<file path="config.mk">
export PLATFORM = sky130hd
export DESIGN_NAME = mcpu_ctrl
export DESIGN_NICKNAME = d
export VERILOG_FILES = /design/src/rtl/mcpu_pkg.sv /design/src/rtl/mcpu_alu_dec.sv /design/src/rtl/mcpu_ctrl.sv
export SDC_FILE = /design/constraint.sdc
export NUM_CORES = 1
export LEC_CHECK = 0
export ABC_CLOCK_PERIOD_IN_PS = 3600
export BUFFER_PORTS_ARGS = -buffer_cell sky130_fd_sc_hd__buf_4
export CAP_MARGIN = 20
export CORE_UTILIZATION = 40
export CTS_BUF_LIST = sky130_fd_sc_hd__clkbuf_8
export CTS_CLUSTER_DIAMETER = 100
export DETAILED_ROUTE_END_ITERATION = 8
export GPL_TIMING_DRIVEN = 0
export SKIP_LAST_GASP = 1
export SLEW_MARGIN = 20
export SYNTH_ARGS = -nofsm -noshare
export SYNTH_HDL_FRONTEND = slang
export SYNTH_HIERARCHICAL = 1
export SYNTH_SLANG_ARGS = --single-unit
</file>
<file path="constraint.sdc">
create_clock -name clk -period 3.6 [get_ports clk]
set_clock_uncertainty 0.15 [all_clocks]
set_input_delay 0.72 -clock clk [delete_from_list [all_inputs] [get_ports clk]]
set_output_delay 0.72 -clock clk [all_outputs]
set_load 0.005 [all_outputs]
</file>
<file path="src/rtl/mcpu_pkg.sv">
// Shared definitions for the MIPS multi-cycle and single-cycle controllers:
// state codes, ALU operation codes, instruction field constants and ID dispatch.
package mcpu_pkg;

  typedef enum logic [3:0] {
    S_IF     = 4'd0,
    S_ID     = 4'd1,
    S_MADR   = 4'd2,
    S_MRD    = 4'd3,
    S_MWB    = 4'd4,
    S_MWR    = 4'd5,
    S_EXR    = 4'd6,
    S_WBR    = 4'd7,
    S_EXBR   = 4'd8,
    S_EXJ    = 4'd9,
    S_EXJAL  = 4'd10,
    S_EXI    = 4'd11,
    S_WBI    = 4'd12,
    S_EXJR   = 4'd13,
    S_EXJALR = 4'd14,
    S_ERR    = 4'd15
  } state_t;

  localparam logic [2:0] ALU_AND = 3'b000;
  localparam logic [2:0] ALU_OR  = 3'b001;
  localparam logic [2:0] ALU_ADD = 3'b010;
  localparam logic [2:0] ALU_NOR = 3'b100;
  localparam logic [2:0] ALU_SRL = 3'b101;
  localparam logic [2:0] ALU_SUB = 3'b110;
  localparam logic [2:0] ALU_SLT = 3'b111;

  // Selector for the ALU decoder: fixed ADD/SUB, R-type Fun field, or I-type opcode.
  localparam logic [1:0] ALUOP_ADD = 2'b00;
  localparam logic [1:0] ALUOP_SUB = 2'b01;
  localparam logic [1:0] ALUOP_FUN = 2'b10;
  localparam logic [1:0] ALUOP_IMM = 2'b11;

  localparam logic [5:0] OP_RTYPE = 6'b000000;
  localparam logic [5:0] OP_LW    = 6'b100011;
  localparam logic [5:0] OP_SW    = 6'b101011;
  localparam logic [5:0] OP_BEQ   = 6'b000100;
  localparam logic [5:0] OP_BNE   = 6'b000101;
  localparam logic [5:0] OP_J     = 6'b000010;
  localparam logic [5:0] OP_JAL   = 6'b000011;
  localparam logic [5:0] OP_ADDI  = 6'b001000;
  localparam logic [5:0] OP_ANDI  = 6'b001100;
  localparam logic [5:0] OP_ORI   = 6'b001101;
  localparam logic [5:0] OP_SLTI  = 6'b001010;
  localparam logic [5:0] OP_LUI   = 6'b001111;

  localparam logic [5:0] FUN_ADD  = 6'b100000;
  localparam logic [5:0] FUN_SUB  = 6'b100010;
  localparam logic [5:0] FUN_AND  = 6'b100100;
  localparam logic [5:0] FUN_OR   = 6'b100101;
  localparam logic [5:0] FUN_NOR  = 6'b100111;
  localparam logic [5:0] FUN_SLT  = 6'b101010;
  localparam logic [5:0] FUN_SRL  = 6'b000010;
  localparam logic [5:0] FUN_JR   = 6'b001000;
  localparam logic [5:0] FUN_JALR = 6'b001001;

  localparam logic [1:0] SRCB_RB      = 2'b00;
  localparam logic [1:0] SRCB_FOUR    = 2'b01;
  localparam logic [1:0] SRCB_IMM     = 2'b10;
  localparam logic [1:0] SRCB_IMM_SH2 = 2'b11;

  localparam logic [1:0] PCSRC_ALU    = 2'b00;
  localparam logic [1:0] PCSRC_ALUOUT = 2'b01;
  localparam logic [1:0] PCSRC_JUMP   = 2'b10;
  localparam logic [1:0] PCSRC_RA     = 2'b11;

  localparam logic [1:0] REGDST_RT    = 2'b00;
  localparam logic [1:0] REGDST_RD    = 2'b01;
  localparam logic [1:0] REGDST_RA31  = 2'b10;

  localparam logic [1:0] WB_ALUOUT    = 2'b00;
  localparam logic [1:0] WB_MDR       = 2'b01;
  localparam logic [1:0] WB_LUI       = 2'b10;
  localparam logic [1:0] WB_PC        = 2'b11;

  // Instruction-class dispatch out of ID; anything unrecognised lands in ERR.
  function automatic state_t id_dispatch(input logic [5:0] opcode, input logic [5:0] fun);
    state_t nxt;
    nxt = S_ERR;
    case (opcode)
      OP_LW, OP_SW:   nxt = S_MADR;
      OP_BEQ, OP_BNE: nxt = S_EXBR;
      OP_J:           nxt = S_EXJ;
      OP_JAL:         nxt = S_EXJAL;
      OP_ADDI, OP_ANDI, OP_ORI, OP_SLTI, OP_LUI: nxt = S_EXI;
      OP_RTYPE: begin
        case (fun)
          FUN_ADD, FUN_SUB, FUN_AND, FUN_OR,
          FUN_NOR, FUN_SLT, FUN_SRL: nxt = S_EXR;
          FUN_JR:                    nxt = S_EXJR;
          FUN_JALR:                  nxt = S_EXJALR;
          default:                   nxt = S_ERR;
        endcase
      end
      default: nxt = S_ERR;
    endcase
    return nxt;
  endfunction

endpackage

</file>
<file path="src/rtl/mcpu_alu_dec.sv">
// ALU operation decoder shared by the single-cycle and multi-cycle controllers.
// Unknown Fun/opcode values fall back to ADD; the controllers never select them.
module mcpu_alu_dec
  import mcpu_pkg::*;
#(
  parameter int ALUC_W = 3
) (
  input  logic [1:0]        alu_op,
  input  logic [5:0]        opcode,
  input  logic [5:0]        fun,
  output logic [ALUC_W-1:0] alu_control
);

  logic [2:0] alu_code;

  always_comb begin
    alu_code = ALU_ADD;
    case (alu_op)
      ALUOP_ADD: alu_code = ALU_ADD;
      ALUOP_SUB: alu_code = ALU_SUB;
      ALUOP_FUN: begin
        case (fun)
          FUN_ADD: alu_code = ALU_ADD;
          FUN_SUB: alu_code = ALU_SUB;
          FUN_AND: alu_code = ALU_AND;
          FUN_OR:  alu_code = ALU_OR;
          FUN_NOR: alu_code = ALU_NOR;
          FUN_SLT: alu_code = ALU_SLT;
          FUN_SRL: alu_code = ALU_SRL;
          default: alu_code = ALU_ADD;
        endcase
      end
      ALUOP_IMM: begin
        // lui also runs through the adder; its result is discarded at WBI.
        case (opcode)
          OP_ANDI: alu_code = ALU_AND;
          OP_ORI:  alu_code = ALU_OR;
          OP_SLTI: alu_code = ALU_SLT;
          default: alu_code = ALU_ADD;
        endcase
      end
      default: alu_code = ALU_ADD;
    endcase
  end

  assign alu_control = ALUC_W'(alu_code);

endmodule

</file>
<file path="src/rtl/mcpu_ctrl.sv">
// Multi-cycle MIPS controller: state register plus wait/timeout counter, with
// control strobes decoded combinationally from state, instruction fields and handshakes.
module mcpu_ctrl
  import mcpu_pkg::*;
#(
  parameter int ALUC_W = 3,
  parameter int TMO_W  = 8,
  parameter int TMO_EN = 1
) (
  input  logic              clk,
  input  logic              rst_n,
  input  logic [5:0]        OPcode,
  input  logic [5:0]        Fun,
  input  logic              zero,
  input  logic              MIO_ready,
  output logic              PC_en,
  output logic              IorD,
  output logic              IR_wr,
  output logic              mem_w,
  output logic              CPU_MIO,
  output logic              ALUSrc_A,
  output logic              RegWrite,
  output logic [1:0]        ALUSrc_B,
  output logic [1:0]        PCSource,
  output logic [1:0]        RegDst,
  output logic [1:0]        DatatoReg,
  output logic [ALUC_W-1:0] ALU_Control,
  output logic [3:0]        state,
  output logic              err
);

  state_t             state_reg;
  state_t             state_next;
  logic [TMO_W-1:0]   wait_cnt_reg;

  logic               wait_state;
  logic               wait_sat;
  logic               timeout;

  logic               pc_en_c;
  logic               ir_wr_c;
  logic               mem_w_c;
  logic               cpu_mio_c;
  logic               reg_write_c;
  logic               alu_en;
  logic [1:0]         alu_op;
  logic [ALUC_W-1:0]  alu_dec_out;

  assign wait_state = (state_reg == S_IF) || (state_reg == S_MRD) || (state_reg == S_MWR);
  assign wait_sat   = &wait_cnt_reg;
  assign timeout    = (TMO_EN != 0) && wait_state && !MIO_ready && wait_sat;

  mcpu_alu_dec #(
    .ALUC_W (ALUC_W)
  ) u_alu_dec (
    .alu_op      (alu_op),
    .opcode      (OPcode),
    .fun         (Fun),
    .alu_control (alu_dec_out)
  );

  always_comb begin
    state_next  = state_reg;
    pc_en_c     = 1'b0;
    ir_wr_c     = 1'b0;
    mem_w_c     = 1'b0;
    cpu_mio_c   = 1'b0;
    reg_write_c = 1'b0;
    IorD        = 1'b0;
    ALUSrc_A    = 1'b0;
    ALUSrc_B    = SRCB_RB;
    PCSource    = PCSRC_ALU;
    RegDst      = REGDST_RT;
    DatatoReg   = WB_ALUOUT;
    alu_en      = 1'b0;
    alu_op      = ALUOP_ADD;
    err         = 1'b0;

    case (state_reg)
      S_IF: begin
        cpu_mio_c = 1'b1;
        ALUSrc_B  = SRCB_FOUR;
        alu_en    = 1'b1;
        if (MIO_ready) begin
          ir_wr_c    = 1'b1;
          pc_en_c    = 1'b1;
          state_next = S_ID;
        end
      end
      S_ID: begin
        // Branch target is computed speculatively here and parked in ALUOut.
        ALUSrc_B   = SRCB_IMM_SH2;
        alu_en     = 1'b1;
        state_next = id_dispatch(OPcode, Fun);
      end
      S_MADR: begin
        ALUSrc_A   = 1'b1;
        ALUSrc_B   = SRCB_IMM;
        alu_en     = 1'b1;
        state_next = (OPcode == OP_SW) ? S_MWR : S_MRD;
      end
      S_MRD: begin
        cpu_mio_c = 1'b1;
        IorD      = 1'b1;
        if (MIO_ready) state_next = S_MWB;
      end
      S_MWB: begin
        reg_write_c = 1'b1;
        DatatoReg   = WB_MDR;
        state_next  = S_IF;
      end
      S_MWR: begin
        cpu_mio_c = 1'b1;
        IorD      = 1'b1;
        mem_w_c   = 1'b1;
        if (MIO_ready) state_next = S_IF;
      end
      S_EXR: begin
        ALUSrc_A   = 1'b1;
        alu_en     = 1'b1;
        alu_op     = ALUOP_FUN;
        state_next = S_WBR;
      end
      S_WBR: begin
        reg_write_c = 1'b1;
        RegDst      = REGDST_RD;
        state_next  = S_IF;
      end
      S_EXBR: begin
        ALUSrc_A   = 1'b1;
        alu_en     = 1'b1;
        alu_op     = ALUOP_SUB;
        PCSource   = PCSRC_ALUOUT;
        pc_en_c    = (OPcode == OP_BNE) ? ~zero : zero;
        state_next = S_IF;
      end
      S_EXJ, S_EXJAL: begin
        PCSource   = PCSRC_JUMP;
        pc_en_c    = 1'b1;
        state_next = S_IF;
        // PC already holds PC+4 here, which is the link value for jal.
        if (state_reg == S_EXJAL) begin
          reg_write_c = 1'b1;
          RegDst      = REGDST_RA31;
          DatatoReg   = WB_PC;
        end
      end
      S_EXJR, S_EXJALR: begin
        PCSource   = PCSRC_RA;
        pc_en_c    = 1'b1;
        state_next = S_IF;
        if (state_reg == S_EXJALR) begin
          reg_write_c = 1'b1;
          RegDst      = REGDST_RD;
          DatatoReg   = WB_PC;
        end
      end
      S_EXI: begin
        ALUSrc_A   = 1'b1;
        ALUSrc_B   = SRCB_IMM;
        alu_en     = 1'b1;
        alu_op     = ALUOP_IMM;
        state_next = S_WBI;
      end
      S_WBI: begin
        reg_write_c = 1'b1;
        DatatoReg   = (OPcode == OP_LUI) ? WB_LUI : WB_ALUOUT;
        state_next  = S_IF;
      end
      S_ERR: begin
        err = 1'b1;
      end
      default: begin
        state_next = S_ERR;
      end
    endcase

    // A ready in the final wait cycle still completes the transfer normally.
    if (timeout) state_next = S_ERR;
  end

  always_ff @(posedge clk) begin
    if (!rst_n) begin
      state_reg    <= S_IF;
      wait_cnt_reg <= '0;
    end else begin
      state_reg <= state_next;
      // Every entry into a wait state is a state change, so clearing on change covers entry.
      if (state_next != state_reg) begin
        wait_cnt_reg <= '0;
      end else if (wait_state && !MIO_ready && !wait_sat) begin
        wait_cnt_reg <= wait_cnt_reg + TMO_W'(1);
      end
    end
  end

  // Strobes that change architectural state or start a bus cycle are held off during reset.
  assign PC_en       = pc_en_c     & rst_n;
  assign IR_wr       = ir_wr_c     & rst_n;
  assign mem_w       = mem_w_c     & rst_n;
  assign CPU_MIO     = cpu_mio_c   & rst_n;
  assign RegWrite    = reg_write_c & rst_n;
  assign ALU_Control = alu_en ? alu_dec_out : '0;
  assign state       = state_reg;

endmodule

</file>
# Word level (Yosys, flattened, before mapping)
# Index checks and enable logic that the tools add are counted.
[totals]
ff_bits = 12
latch_bits = 0
ramBits = 0
mem_bits_ro = 0
inputBits = 16
output_inout_bits = 23
elab_cells = 110
mem_count = 0
[classes]
add_sub_neg = 1
n_mul = 0
n_div = 0
magnitude_cmp = 0
n_eq_ne = 39
shifts = 0
mux = 35
n_bitwise = 7
n_reduce_logical = 26
[op_table]
columns = ["op", "n"]
rows = [
  ["$eq A6 B6 Y1 const B", 8],
  ["$eq A6 B4 Y1 const B", 7],
  ["$eq A4 B4 Y1 const B", 8],
  ["$pmux W4 S8", 1],
  ["$pmux W2 S3", 4],
  ["$pmux W4 S6", 1],
  ["$eq A6 B2 Y1 const B", 3],
  ["$pmux W3 S6", 1],
  ["$eq A4 B3 Y1 const B", 4],
  ["$mux W4", 4],
  ["$reduce_or A2 Y1", 7],
  ["$eq A6 B3 Y1 const B", 2],
  ["$mux W1", 12],
  ["$pmux W3 S4", 1],
  ["$pmux W4 S3", 1],
  ["$pmux W3 S3", 1],
  ["$add A8 B1 Y8 const B", 1],
  ["$eq A4 B2 Y1 const B", 2],
  ["$mux W2", 4],
  ["$pmux W2 S4", 1],
  ["$reduce_and A8 Y1", 1],
  ["$reduce_or A4 Y1", 2],
  ["$reduce_or A8 Y1", 1],
  ["$reduce_or A7 Y1", 1],
  ["17 further kinds", 30],
]

# Logic depth before layout (Yosys ltp)
[depth]
depth_word = 8
depth_mapped = 10
ltp_nobuf = 9

# Modules after synthesis
# The synthesis kept the hierarchy.
[by_module_without_submodules]
columns = ["module", "instances", "cells_per_inst", "area_each_um2", "seq_area_each_um2"]
rows = [
  ["mcpu_ctrl", 1, 178, 1244.9, 240.2],
  ["mcpu_alu_dec", 1, 23, 172.7, 0.0],
]

# Least setup slack after synthesis
# Ideal clock, no wire load.
[synth_path]
kind = "input-to-reg"
from = "in OPcode[5]"
to = "reg wait_cnt_reg[6]"
setup_time_ns = 0.079
t_arrival_ns = 2.403
required_ns = 3.371
setup_slack_ns = 0.968
cell_stages = 7
path_buffers = 0
cell_sequence = "or2b_1 > or3_1 > and3_4 > a211o_1 > a221oi_2 > o2111ai_4 > a211oi_2"
[synth_via]
elab_chain_len = 7
word_cells_on_any_way = 21
classes_between = "eq/ne (12); mux (4); reduce/logical (5)"
[synth_lines]
columns = ["element", "line_no", "rtl"]
rows = [
  ["start: declaration", "mcpu_ctrl.sv:12", "input logic [5:0] OPcode,"],
  ["$eq A6 B4 Y1 (tied with other cells)", "mcpu_pkg.sv:84", "case (opcode)"],
  ["$reduce_or A5 Y1 / $reduce_or A2 Y1 (equally long branches)", "mcpu_pkg.sv:84", ""],
  ["$pmux W4 S6", "mcpu_pkg.sv:84", ""],
  ["$pmux W4 S8 (*)", "mcpu_ctrl.sv:79", "case (state_reg)"],
  ["$mux W4 (*)", "mcpu_ctrl.sv:179", "if (timeout) state_next = S_ERR;"],
  ["$ne A4 B4 Y1 (*)", "mcpu_ctrl.sv:189", "if (state_next != state_reg) begin"],
  ["$reduce_or A2 Y1 (no source line) (*)", "--", ""],
  ["end signal: assignment", "mcpu_ctrl.sv:192", "wait_cnt_reg <= wait_cnt_reg + TMO_W'(1);"],
  ["end: declaration", "mcpu_ctrl.sv:34", "logic [TMO_W-1:0] wait_cnt_reg;"],
]
# Mark *: on every way between the ends. The rest lies on a longest branch, timed or not.
# A chain may end at the register's enable or synchronous reset.

# Worst setup path in the final report
[layout_path]
from = "reg state_reg[2], in the netlist state[2]"
to = "out ALU_Control[1]"
[layout_via]
elab_chain_len = 5
word_cells_on_any_way = 15
classes_between = "eq/ne (8); mux (4); reduce/logical (3)"
[layout_lines]
columns = ["element", "line_no", "rtl"]
rows = [
  ["start: declaration", "mcpu_ctrl.sv:32", "state_t state_reg;"],
  ["start signal: assignment", "mcpu_ctrl.sv:187", "state_reg <= state_next;"],
  ["$eq A4 B4 Y1 / $eq A4 B3 Y1 (equally long branches)", "mcpu_ctrl.sv:79", ""],
  ["$pmux W2 S3 (*)", "mcpu_ctrl.sv:79", ""],
  ["named net alu_op[1]", "mcpu_ctrl.sv:46", "logic [1:0] alu_op;"],
  ["$eq A2 B2 Y1 (tied with other cells)", "mcpu_alu_dec.sv:18", "case (alu_op)"],
  ["$pmux W3 S4 (*)", "mcpu_alu_dec.sv:18", ""],
  ["named net alu_dec_out[1]", "mcpu_ctrl.sv:47", "logic [ALUC_W-1:0] alu_dec_out;"],
  ["$mux W3 (*)", "mcpu_ctrl.sv:203", "assign ALU_Control = alu_en ? alu_dec_out : '0;"],
  ["end: declaration", "mcpu_ctrl.sv:27", "output logic [ALUC_W-1:0] ALU_Control,"],
]
# The timed path passes the listed nets; every way through them passes the cells marked *.

==> results.md <==
* CP delay by family, top: simple AND/OR/NAND/NOR gates
* Fin util at 53.35%
* Ys async rst share at 0%
* Worst vdd ir at between 0.15 and 0.2 mV
* # IOs at 39
* Initial antenna violation count at 0
* Ys flop type: dfxtp_1
* Vias at 1618
* CP max FO at 10
* Die extent in y at ~60 um
* Final setup vio count at 0
* DR iter-0 viols at 77
* Post-route DRC at 0
* Slew @ Worst Pin at 607.4 ps
* Synthesized-area fraction occupied by adder cells at 0.8826%
* Worst skew pair latency at 240 ps
* Mapped Area at 1418 um2
* CTS tree: done
* Sequential share of power at about 15%
* Hpwl dp at 3146 um
* Max-cap viol count at 0
* Slowest stage delay, CP at 400 ps
* Post-route ant nets at 0
* Hold_buf cts at 0
* Critical setup path kind: flop to output pin
* Clock transition at the registers of the reported paths at 50 ps
* Post-Synth XOR/XNOR Area at 6.796%
* Comb pwr share at between 70% and 80%
* Min-Delay Endpoint: wait_cnt_reg[5]
* Number of flip-flops in the largest register at 8
* Slowest cell on the critical path: clkbuf_1
* Clock share of power at a little over a tenth
* CP required at 2730 ps
* Hold/Removal Path Class: flop to flop
* Data arrival time of the critical path at 2370 ps
* Post-Synth Simple-Gate Area at 41.13%
* Worst path buffer plus inverter count at 3
* Cell row count at 21
* Root Driver: clkbuf_8
* GPL Wtd Cong at roughly 0.9
* Num CTS Buffers at 3
* Overall routed net length at 3908 um
* Placed cells at 284
* NetSw at 0.5522 mW
* Share of layout cells above drive strength 1 at 23.65%
* Seq/Total Area, Yosys at around 17%
* First-pass GRT wire length at 6320 um
* Net Sw Frac at 47.60%
* Status: finished clean
* Vias in the first global route at 1408
* Final Hold Viols at 0
* I/O Buffers at 37
* Multiplexer share of the synthesized area at approximately 1.4%
* Hold_sp: wait_cnt_reg[5]
* Power Density at ~650 nW/um2
* All-Layer GR Usage at between 20% and 30%
* Worst-path cell chain: buf_4 > clkbuf_1 > a21oi_1 > nor2_1 > nor3b_1 > nor2b_1 > a2bb2oi_1 > and2_1 > buf_4
* Die area at 3786 um2
* Yosys warns at 6
* Pin count of the biggest net entering global routing at 11
* Final #Nets at 260
* Synth Instances at 201
* EDFF count, synth at 0
* Avg Cell Area, Syn at about 7.1 um2
* Hold WS at 362.0 ps
* Worst setup EP type: output pin
* Critical path depth in cells at 9
* Die Span X at 61.53 um
* Drt first pass iters at 4
* Core box area at about 3400 um2
* Max Root-Sink Buffers at 2
* Fin. max-slew vios at 0
* # resized after CTS at 0
* Starting Density at between 40% and 50%
* Drt wl/cell at roughly 14 um
* Static Leak at 0.7077 nW
* CP most frequent cell: buf_4
* Compound-Gate Fraction of Synth Area at 26.13%
* Internal Power at 0.6078 mW
* CTS sink cnt at 12
* #FFs+latches synth at 12
* Layout Cells excl Fill at 287
* WHS Path Cells at 2
* Reg2Reg Capture Point: wait_cnt_reg[6]
* Diodes inserted at 0
* H-tree Lvls at 1
* Rel. slew slack at between 50% and 60%
* Worst-case reg-to-reg path depth at 8
* Grt ovf at 0
* Fmax at 309.0 MHz
* Syn_nets at 218
* R2R setup slack at between 1000 and 1500 ps
* Largest family of logic cells by synthesized area: simple AND/OR/NAND/NOR gates
* Yosys cell types at 63
* Postcts setup bufs at 0
* Fin Setup TNS at 0 ps
* Fin crit share at between 80% and 90%
* Layout area overhead at 26.57%
* Unrepaired setup endpoints after global routing: false
* Vias per cell at 5.638
* Startpoint Class: flop
* R2r startpoint: state[0]
* Fin crit period at 3236 ps
==> per-layer routing <==
layer | GRT usage, % | wire length, um | vias to the layer above
li1 | - | - | 826
met1 | 28.57 | 1803 | 739
met2 | 38.56 | 1894 | 46
met3 | 3.992 | 150 | 7
met4 | 5.714 | 59 | 0
met5 | 0 | 0 | -
==> per-stage QoR <==
stage | total power [mW] | setup WS (ps) | instance area (um2)
3_3_place_gp | 1.023 | 658.6 | 1753
5_1_grt | 1.267 | 126.0 | 1794
4_1_cts | 1.161 | 356.0 | 1794
6_report | 1.160 | 363.6 | 1794
3_5_place_dp | 1.036 | 628.2 | 1753
2_1_floorplan | 0.7486 | 968.1 | 1418
==> layout make-up <==
type	instances	area, um2
repair buffers	37	277.8
flip-flops and latches	12	240.2
plain buffers	9	53.80
fillers	373	1569
clock buffers	3	41.29
well taps	46	57.56
multi-input cells	169	1082
inverters	11	41.29
==> layout by cell type (no fill, tap or decap), types with 6 or more instances in the layout <==
cell     instances
buf_4           40
nor2_1          32
nand2_1         15
a21oi_1         14
dfxtp_1         12
nor3_1          11
inv_1           10
nor2b_1          8
nand4_1          6
xor2_1           6
==> synth_stat cells, types with 3 or more instances <==
| library cell | n | area [um2] |
|---|---|---|
| a211oi_1 | 4 | 30.03 |
| a21oi_1 | 14 | 70.07 |
| a31oi_1 | 3 | 18.77 |
| and2_1 | 5 | 31.28 |
| buf_4 | 3 | 22.52 |
| clkbuf_1 | 3 | 11.26 |
| dfxtp_1 | 12 | 240.2 |
| inv_1 | 10 | 37.54 |
| nand2_1 | 15 | 56.30 |
| nand2b_1 | 3 | 18.77 |
| nand3_1 | 5 | 25.02 |
| nand4_1 | 6 | 37.54 |
| nor2_1 | 32 | 120.1 |
| nor2b_1 | 8 | 50.05 |
| nor3_1 | 11 | 55.05 |
| o21ai_0 | 3 | 15.01 |
| o221ai_1 | 3 | 26.28 |
| o31ai_1 | 3 | 22.52 |
| xnor2_1 | 5 | 43.79 |
| xor2_1 | 6 | 52.55 |
==> cell families after synthesis <==
family	Yosys count
adder cells (fa/ha/maj)	1
XOR/XNOR	11
buffers and inverters	20
flip-flops	12
AND/OR/NAND/NOR	107
AO/OA/AOI/OAI	48
multiplexers	2
==> power by group through the flow <==
stage	registers [mW]	logic, mW	clock network, mW
floorplan	0.178	0.571	0
global placement	0.177	0.846	0
detailed placement	0.180	0.856	0
CTS	0.177	0.859	0.125
global route	0.180	0.956	0.130
finish	0.177	0.859	0.124
==> worst reg2reg max path, stage by stage (launching register included) <==
cell	delay, ps
dfxtp_1	310
buf_4	160
xor2_1	180
o22a_1	260
o41ai_1	510
o21bai_1	220
o21bai_1	220
o2111ai_4	210
a211oi_2	180
==> how the worst max path moves through the flow <==
stage	startpoint	endpoint	slack [ps]
3_5_place_dp	state[1]	ALU_Control[1]	630
4_1_cts	state[1]	ALU_Control[1]	360
6_report	state[2]	ALU_Control[1]	360
3_3_place_gp	state[1]	ALU_Control[1]	660
2_1_floorplan	OPcode[5]	wait_cnt_reg[6]	970
5_1_grt	state[1]	ALU_Control[1]	130
No activity file was read; power rests on OpenSTA's default activity.
